<file path="src/rtl/div_pkg.sv">
// Shared constants for the multi-cycle divider: FSM encodings and handshake levels.
package div_pkg;

  typedef enum logic [1:0] {
    DivFree   = 2'b00,
    DivByZero = 2'b01,
    DivOn     = 2'b10,
    DivEnd    = 2'b11
  } div_state_e;

  localparam logic DivStart          = 1'b1;
  localparam logic DivStop           = 1'b0;
  localparam logic DivResultReady    = 1'b1;
  localparam logic DivResultNotReady = 1'b0;

  // Last counter value for a 32-bit divide; the top derives its own from DATA_W.
  localparam int   DivCntEnd         = 31;

endpackage

</file>
<file path="src/rtl/div_step.sv">
// One shift-subtract iteration: bring in the next dividend bit, subtract the
// divisor if it fits and report the resulting quotient bit.
module div_step #(
  parameter int DATA_W = 32
) (
  input  logic [DATA_W-1:0] rem,
  input  logic              bit_in,
  input  logic [DATA_W-1:0] divisor,
  output logic [DATA_W-1:0] rem_next,
  output logic              q_bit
);

  logic [DATA_W:0]   shifted;
  logic [DATA_W-1:0] diff;

  // The partial remainder is always below the divisor, so the shifted value
  // needs one extra bit but the difference fits back in DATA_W bits.
  always_comb begin
    shifted  = {rem, bit_in};
    q_bit    = (shifted >= {1'b0, divisor});
    diff     = shifted[DATA_W-1:0] - divisor;
    rem_next = q_bit ? diff : shifted[DATA_W-1:0];
  end

endmodule

</file>
<file path="src/rtl/div.sv">
// Multi-cycle integer divider serving the EX stage for DIV/DIVU.
// Returns {remainder, quotient} with truncation toward zero for signed ops.
module div
  import div_pkg::*;
#(
  parameter int DATA_W = 32,
  parameter int CNT_W  = 6
) (
  input  logic                  clk,
  input  logic                  rst,
  input  logic                  signed_div_i,
  input  logic [DATA_W-1:0]     opdata1_i,
  input  logic [DATA_W-1:0]     opdata2_i,
  input  logic                  start_i,
  input  logic                  annul_i,
  output logic [2*DATA_W-1:0]   result_o,
  output logic                  ready_o
);

  localparam logic [CNT_W-1:0] CNT_END = CNT_W'(DATA_W - 1);

  div_state_e               state, state_d;
  logic [CNT_W-1:0]         cnt;
  logic                     ready_d;
  logic [2*DATA_W-1:0]      result_d;
  logic                     load, iterate;

  logic [DATA_W-1:0]        dividend_q;
  logic [DATA_W-1:0]        divisor_q;
  logic [DATA_W-1:0]        rem_q;
  logic                     sgn_q, s1_q, s2_q;

  logic [DATA_W-1:0]        rem_next;
  logic                     q_bit;
  logic [DATA_W-1:0]        quo_raw;
  logic [DATA_W-1:0]        quo_fix, rem_fix;

  // Two's-complement negate when enabled; the most negative value maps to itself.
  function automatic logic [DATA_W-1:0] neg_if(input logic [DATA_W-1:0] v, input logic en);
    logic signed [DATA_W-1:0] sv;
    sv = signed'(v);
    return en ? unsigned'(-sv) : v;
  endfunction

  div_step #(.DATA_W(DATA_W)) u_step (
    .rem      (rem_q),
    .bit_in   (dividend_q[DATA_W-1]),
    .divisor  (divisor_q),
    .rem_next (rem_next),
    .q_bit    (q_bit)
  );

  // Final quotient/remainder with sign restoration for signed divides.
  always_comb begin
    quo_raw = {dividend_q[DATA_W-2:0], q_bit};
    quo_fix = neg_if(quo_raw, sgn_q & (s1_q ^ s2_q));
    rem_fix = neg_if(rem_next, sgn_q & s1_q);
  end

  // Next-state and registered-output values; annul_i overrides start_i everywhere.
  always_comb begin
    state_d  = state;
    ready_d  = DivResultNotReady;
    result_d = '0;
    load     = 1'b0;
    iterate  = 1'b0;
    case (state)
      DivFree: begin
        if (start_i == DivStart && !annul_i) begin
          load    = 1'b1;
          state_d = (opdata2_i == '0) ? DivByZero : DivOn;
        end
      end
      DivByZero: begin
        if (annul_i) begin
          state_d = DivFree;
        end else begin
          state_d = DivEnd;
          ready_d = DivResultReady;
        end
      end
      DivOn: begin
        if (annul_i) begin
          state_d = DivFree;
        end else begin
          iterate = 1'b1;
          if (cnt == CNT_END) begin
            state_d  = DivEnd;
            ready_d  = DivResultReady;
            result_d = {rem_fix, quo_fix};
          end
        end
      end
      DivEnd: begin
        if (annul_i || start_i == DivStop) begin
          state_d = DivFree;
        end else begin
          ready_d  = DivResultReady;
          result_d = result_o;
        end
      end
      default: state_d = DivFree;
    endcase
  end

  // Control state, counter and outputs; cleared by rst on the same edge.
  always_ff @(posedge clk) begin
    if (rst) begin
      state    <= DivFree;
      cnt      <= '0;
      ready_o  <= DivResultNotReady;
      result_o <= '0;
    end else begin
      state    <= state_d;
      ready_o  <= ready_d;
      result_o <= result_d;
      if (load)         cnt <= '0;
      else if (iterate) cnt <= cnt + 1'b1;
    end
  end

  // Working datapath: latched magnitudes at start, then one shift-subtract per cycle.
  always_ff @(posedge clk) begin
    if (load) begin
      dividend_q <= neg_if(opdata1_i, signed_div_i & opdata1_i[DATA_W-1]);
      divisor_q  <= neg_if(opdata2_i, signed_div_i & opdata2_i[DATA_W-1]);
      rem_q      <= '0;
      sgn_q      <= signed_div_i;
      s1_q       <= opdata1_i[DATA_W-1];
      s2_q       <= opdata2_i[DATA_W-1];
    end else if (iterate) begin
      dividend_q <= quo_raw;
      rem_q      <= rem_next;
    end
  end

endmodule
</file>
<file path="config.mk">
export PLATFORM = sky130hd
export DESIGN_NAME = div
export DESIGN_NICKNAME = d
export VERILOG_FILES = /design/src/rtl/div_pkg.sv /design/src/rtl/div_step.sv /design/src/rtl/div.sv
export SDC_FILE = /design/constraint.sdc
export NUM_CORES = 1
export LEC_CHECK = 0
export ABC_CLOCK_PERIOD_IN_PS = 9200
export BUFFER_PORTS_ARGS = -buffer_cell sky130_fd_sc_hd__buf_2
export CAP_MARGIN = 20
export CORE_UTILIZATION = 45
export DETAILED_ROUTE_END_ITERATION = 8
export PLACE_DENSITY = 0.61
export SYNTH_ARGS = -nofsm -noshare
export SYNTH_HDL_FRONTEND = slang
export SYNTH_SLANG_ARGS = --single-unit
export TNS_END_PERCENT = 50
</file>
<file path="constraint.sdc">
create_clock -name clk -period 9.2 [get_ports clk]
set_input_delay 1.84 -clock clk [delete_from_list [all_inputs] [get_ports clk]]
set_output_delay 1.84 -clock clk [all_outputs]
set_load 0.02 [all_outputs]
</file>
### Yosys cells after proc, flatten, opt, wreduce, memory -nomap -nowiden

Cells that the tools add are included.

| cells by class | value |
|---|---|
| $add $sub $neg | 6 |
| bitwise logic cells | 6 |
| order comparisons | 1 |
| muxes and demuxes | 26 |
| equality and inequality tests | 7 |
| reduce and logical (&&, ||, !) cells | 8 |

Operator list:

| kind | number |
|---|---|
| two-way mux 32 bit | 7 |
| two-way mux 64 bit | 3 |
| negation 32 bit | 4 |
| case mux 64 bit (2 select lines) | 1 |
| >= comparator 33 x 32 -> 1 bit | 1 |
| logical NOT 32 bit | 1 |
| subtractor 32 bit | 1 |
| two-way mux 2 bit | 6 |
| case mux 2 bit (4 select lines) | 1 |
| two-way mux 1 bit | 7 |
| adder 6 x 1 -> 6 bit (second input constant) | 1 |
| equality test 6 x 5 -> 1 bit (second input constant) | 1 |
| bitwise AND 1 bit | 4 |
| equality test 2 bit (second input constant) | 2 |
| inequality test 2 bit (second input constant) | 2 |
| inequality test 3 bit (second input constant) | 1 |
| case mux 1 bit (3 select lines) | 1 |
| AND reduction 3 bit | 1 |
| equality test 2 x 1 -> 1 bit (second input constant) | 1 |
| logical NOT 2 bit | 1 |
| nonzero test 2 bit | 1 |
| OR reduction 2 bit | 1 |
| logical AND 1 bit | 1 |
| logical NOT 1 bit | 1 |
| other kinds (3) | 3 |

| storage, ports and cells | value |
|---|---|
| output and inout bits | 65 |
| bits in registers | 172 |

### Depth between registers and ports, before layout

| depth | value |
|---|---|
| depth in word-level cells | 7 |
| depth in mapped cells | 23 |
| gate-level depth less buffers | 17 |

### Modules after synthesis

From an unflattened synthesis, not the netlist that was laid out.

| second synthesis, totals | value |
|---|---|
| cell total of the unflattened synthesis | 1,273 |
| area, all modules | 10,861.7 sq um |

Modules (own cells, without submodules):

| module | area each (sq um) | sequential area each (sq um) | cells an instance | times used |
|---|---|---|---|---|
| div | 8,530.7 | 4,113.9 | 950 | 1 |
| div_step | 2,331.0 | 0.0 | 323 | 1 |

### Worst setup path before layout

No wires, ideal clock.

| path | value |
|---|---|
| path kind | register to register |
| start point | reg divisor_q[14] |
| end point | reg result_o[62] |
| setup slack | 3,943 ps |
| arrival | 5,131 ps |
| buffers on the path | 6 |
| cell stages (with the launch flop) | 23 |
| cell sequence | edfxtp_1 inv_1 ha_1 clkbuf_1 nand2_1 or4_1 or4_1 nand4_1 or2_1 buf_6 buf_2 buf_2 buf_2 buf_2 mux2i_1 ha_1 or4b_2 nor4_1 o21ai_0 nor4_2 a31oi_1 xor2_1 o21ai_1 |

| on the way | value |
|---|---|
| word-level cells in the longest chain between the ends | 7 |

RTL lines:

| element | line | text |
|---|---|---|
| from (decl) | div.sv:29 | `logic [DATA_W-1:0] divisor_q;` |
| from (signal assigned) | div.sv:126 | `divisor_q <= neg_if(opdata2_i, signed_div_i & opdata2_i[DATA_W-1]);` |
| subtractor 32 bit or >= comparator 33 x 32 -> 1 bit (tied branches) | div_step.sv:21, div_step.sv:20 |  |
| two-way mux 32 bit (*) | div_step.sv:22 | `rem_next = q_bit ? diff : shifted[DATA_W-1:0];` |
| negation 32 bit | div.sv:42 | `return en ? unsigned'(-sv) : v;` |
| two-way mux 32 bit (*) | div.sv:42 |  |
| two-way mux 64 bit (*) | div.sv:87 | `if (cnt == CNT_END) begin` |
| two-way mux 64 bit (*) | div.sv:83 | `if (annul_i) begin` |
| case mux 64 bit (2 select lines) (*) | div.sv:67 | `case (state)` |
| to (signal assigned) | div.sv:116 | `result_o <= result_d;` |
| to (decl) | div.sv:16 | `output logic [2*DATA_W-1:0] result_o,` |

Every way passes the cells marked *; elsewhere a longest branch is shown, timed or not.
A chain may end at the register's enable or synchronous reset.

### Worst setup path in the final report

| path | value |
|---|---|
| start point | reg divisor_q[30] |
| end point | reg result_o[58] |

| on the way | value |
|---|---|
| word-level cells in the longest chain between the ends | 7 |

RTL lines:

| element | line | text |
|---|---|---|
| >= comparator 33 x 32 -> 1 bit (*) | div_step.sv:20 | `q_bit = (shifted >= {1'b0, divisor});` |
| two-way mux 32 bit (*) | div_step.sv:22 |  |
| negation 32 bit | div.sv:42 |  |
| two-way mux 32 bit (*) | div.sv:42 |  |
| two-way mux 64 bit (*) | div.sv:87 |  |
| two-way mux 64 bit (*) | div.sv:83 |  |
| case mux 64 bit (2 select lines) (*) | div.sv:67 |  |

Marked as above.

==> flow_summary.ini <==
[run_status]
status = finished clean

[setup_path]
arrival_ps = 6090
startpoint = divisor_q[30]
r2r_start = divisor_q[30]
worst-setup-path-type = reg2reg
crit_end = result_o[58]
critPathMaxFanout = 58
start_kind = flip-flop
cp.required_ps = 9500
r2r-end = result_o[58]
endpoint_kind = flip-flop
regToRegSetupSlack_ps = 3410
rr_worst_depth = 17

[sta]
fmax_mhz = 173
finalCriticalPeriod_ps = 5790
hold_viol = 0
setup_viol = 0
worst_slew_pin_slew_ps = 992
setup_ws_ps = 3410
timing.final.crit_share = 0.630
rsz0062_at_grt = false
setup_tns_ps = 0
slew_violations = 0
fin_worst_skew_ps = 13.9
max_slew_margin = 0.336

[job]
maxCapViolations = 0

[drt]
drt_wl_total_um = 30600
route.detailed.drc = 0
firstDrtPassIters = 5
drt_iter0_markers = 843
wl_per_cell_um = 17.4
antenna_left = 0
post_drt_via_cell_ratio = 5.69
via_count = 10000

[logic_synthesis]
synth_area_leader_cell = dfxtp_1
yosysWarnings = 0
yosysUniqueCellTypes = 70
ys_seq_elements = 172
yosysTopAreaCellShare = 0.188
synthTopCellsByArea = dfxtp_1 (19%), edfxtp_1 (18%), xor2_1 (6.3%), xnor2_1 (5.0%), nor2_1 (5.0%)
synthArstFlopShare = 0
yosysSeqAreaShare = 0.368
synth_area_um2 = 11200
syn_area_per_cell_um2 = 8.37
synth_edf_count = 67
synthCells = 1335
syn_nets = 1446
synthTopCellsByCount = nor2_1 (148), nand2_1 (135), dfxtp_1 (105), o21ai_0 (94), a21oi_1 (91)
synth_most_common_cell = nor2_1
synth_top_flop_cell = dfxtp_1

[clock_tree]
post_cts_resized = 0
clk_pin_slew_ps = 70
numCtsBuffers = 17
cts_hold_buf = 0
cts.htree.levels = 4
cts_tree = done
cts.path.max_buffers = 2
clock-root-buffer = clkbuf_16
cts_setup_buffers = 0
clk_latency_ps = 440
clock-sinks = 172

[placement]
hpwl_um = 22900
dpl_worst_slack_ps = 3510
place_congestion = 0.920
io_buffer_count = 133

[floorplanning]
die_h_um = 160
die_x_um = 160
initial_core_util = 0.459
fp-row-count = 57
ioPinCount = 134
core_um2 = 24300
die_area_um2 = 25500

[grt]
grt_pass1_vias = 8974
track_usage = 0.242
globalRouteOverflowTotal = 0
grt_first_pass_wirelength_um = 48700
grt_max_degree = 71
antenna_found_initial = 0

[power_and_ir_drop]
ir_drop_v = 0.000140
power.density_nw_per_um2 = 303
p_leak_uw = 0.00504

[min_path]
hp-start = result_o[51]
hp-class = reg2reg

[layout]
drive_above_1_share = 0.134
diodes = 0
nets = 1533
nFillCells = 2381
area_delta_synth_final_pct = 12.7
## routing by layer
| layer | vias up | global-route usage | share of wire |
|---|---|---|---|
| li1 | 5012 | - | - |
| met1 | 4676 | 0.347 | 0.49 |
| met2 | 276 | 0.371 | 0.44 |
| met3 | 41 | 0.0432 | 0.054 |
| met4 | 0 | 0.0726 | 0.021 |
| met5 | - | 0 | 0 |
## worst max-delay path, cell delays in order, from the launching register on
cell and delay [ps]:
edfxtp_1 330, inv_1 40, ha_1 390, nand4b_1 250
or4_1 570, or4_1 480, nand4_1 140, or2_2 120
buf_4 570, mux2i_1 360, ha_1 370, or4b_2 620
nor4_1 240, o21ai_0 180, nor4_2 510, a31oi_1 200
xor2_1 180, o21ai_1 70
## cells by family after synthesis
logic type               synth area share
AO/OA/AOI/OAI                       0.214
flip-flops                          0.368
AND/OR/NAND/NOR                     0.194
XOR/XNOR                            0.114
adder cells (fa/ha/maj)            0.0477
buffers and inverters              0.0436
multiplexers                       0.0184
## layout by cell type (no fill, tap or decap), drive strengths merged, types with 15 or more instances in the layout
cell    Yosys  layout
mux2i      16      16
nand4      16      16
nor3       28      28
o21ai     106     106
buf        12     140
nand2     135     135
dfxtp     105     105
xor2       81      81
a21o       16      16
inv        51      59
clkbuf     60      20
a31oi      15      15
xnor2      64      64
ha         41      41
edfxtp     67      67
a21oi      91      91
a22oi      38      38
nor2      148     148
o31ai      17      17
or3        15      15
a211oi     40      40
nor4       23      23
## report_power, final
| group | leakage, µW | total [µW] | switching [µW] | internal, µW |
|---|---|---|---|---|
| registers | 0.00148 | 1130 | 168 | 966 |
| logic | 0.00327 | 1970 | 1250 | 719 |
| clock network | 0.000285 | 714 | 336 | 377 |
## stage by stage
stage	utilization	hold slack [ps]	total power [µW]	cell area, µm²	instances
after global placement	0.494	432	3070	12000	1727
after global routing	0.518	463	4090	12600	1759
final	0.518	447	3820	12600	1759
after detailed placement	0.494	439	3080	12000	1727
after floorplan	-	453	2580	11200	1335
after CTS	0.518	452	3810	12600	1759
## cell type report
type | instances | area, µm² | area share
Sequential cell | 172 | 4110 | 0.327
Clock inverter | 12 | 101 | 0.00805
Inverter | 52 | 198 | 0.0157
Multi-Input combinational cell | 1039 | 6590 | 0.523
Timing Repair Buffer | 140 | 718 | 0.0570
Clock buffer | 20 | 468 | 0.0372
Tap cell | 324 | 405 | 0.0322
## worst min-delay path by stage
stage,slack [ps],cells after the start,end
6_report,450,2,result_o[51]
5_1_grt,460,2,result_o[61]
4_1_cts,450,2,result_o[51]
3_5_place_dp,440,2,result_o[19]
3_3_place_gp,430,2,result_o[31]
2_1_floorplan,450,2,rem_q[20]
## flip-flops by register name, summed over array words and instances (netlist names)
signal and cells:
result_o 64, dividend_q 32, divisor_q 32, rem_q 32
cnt 6, state 2, ready_o 1, s1_q 1
s2_q 1, sgn_q 1
(Power assumes the default switching activity.)
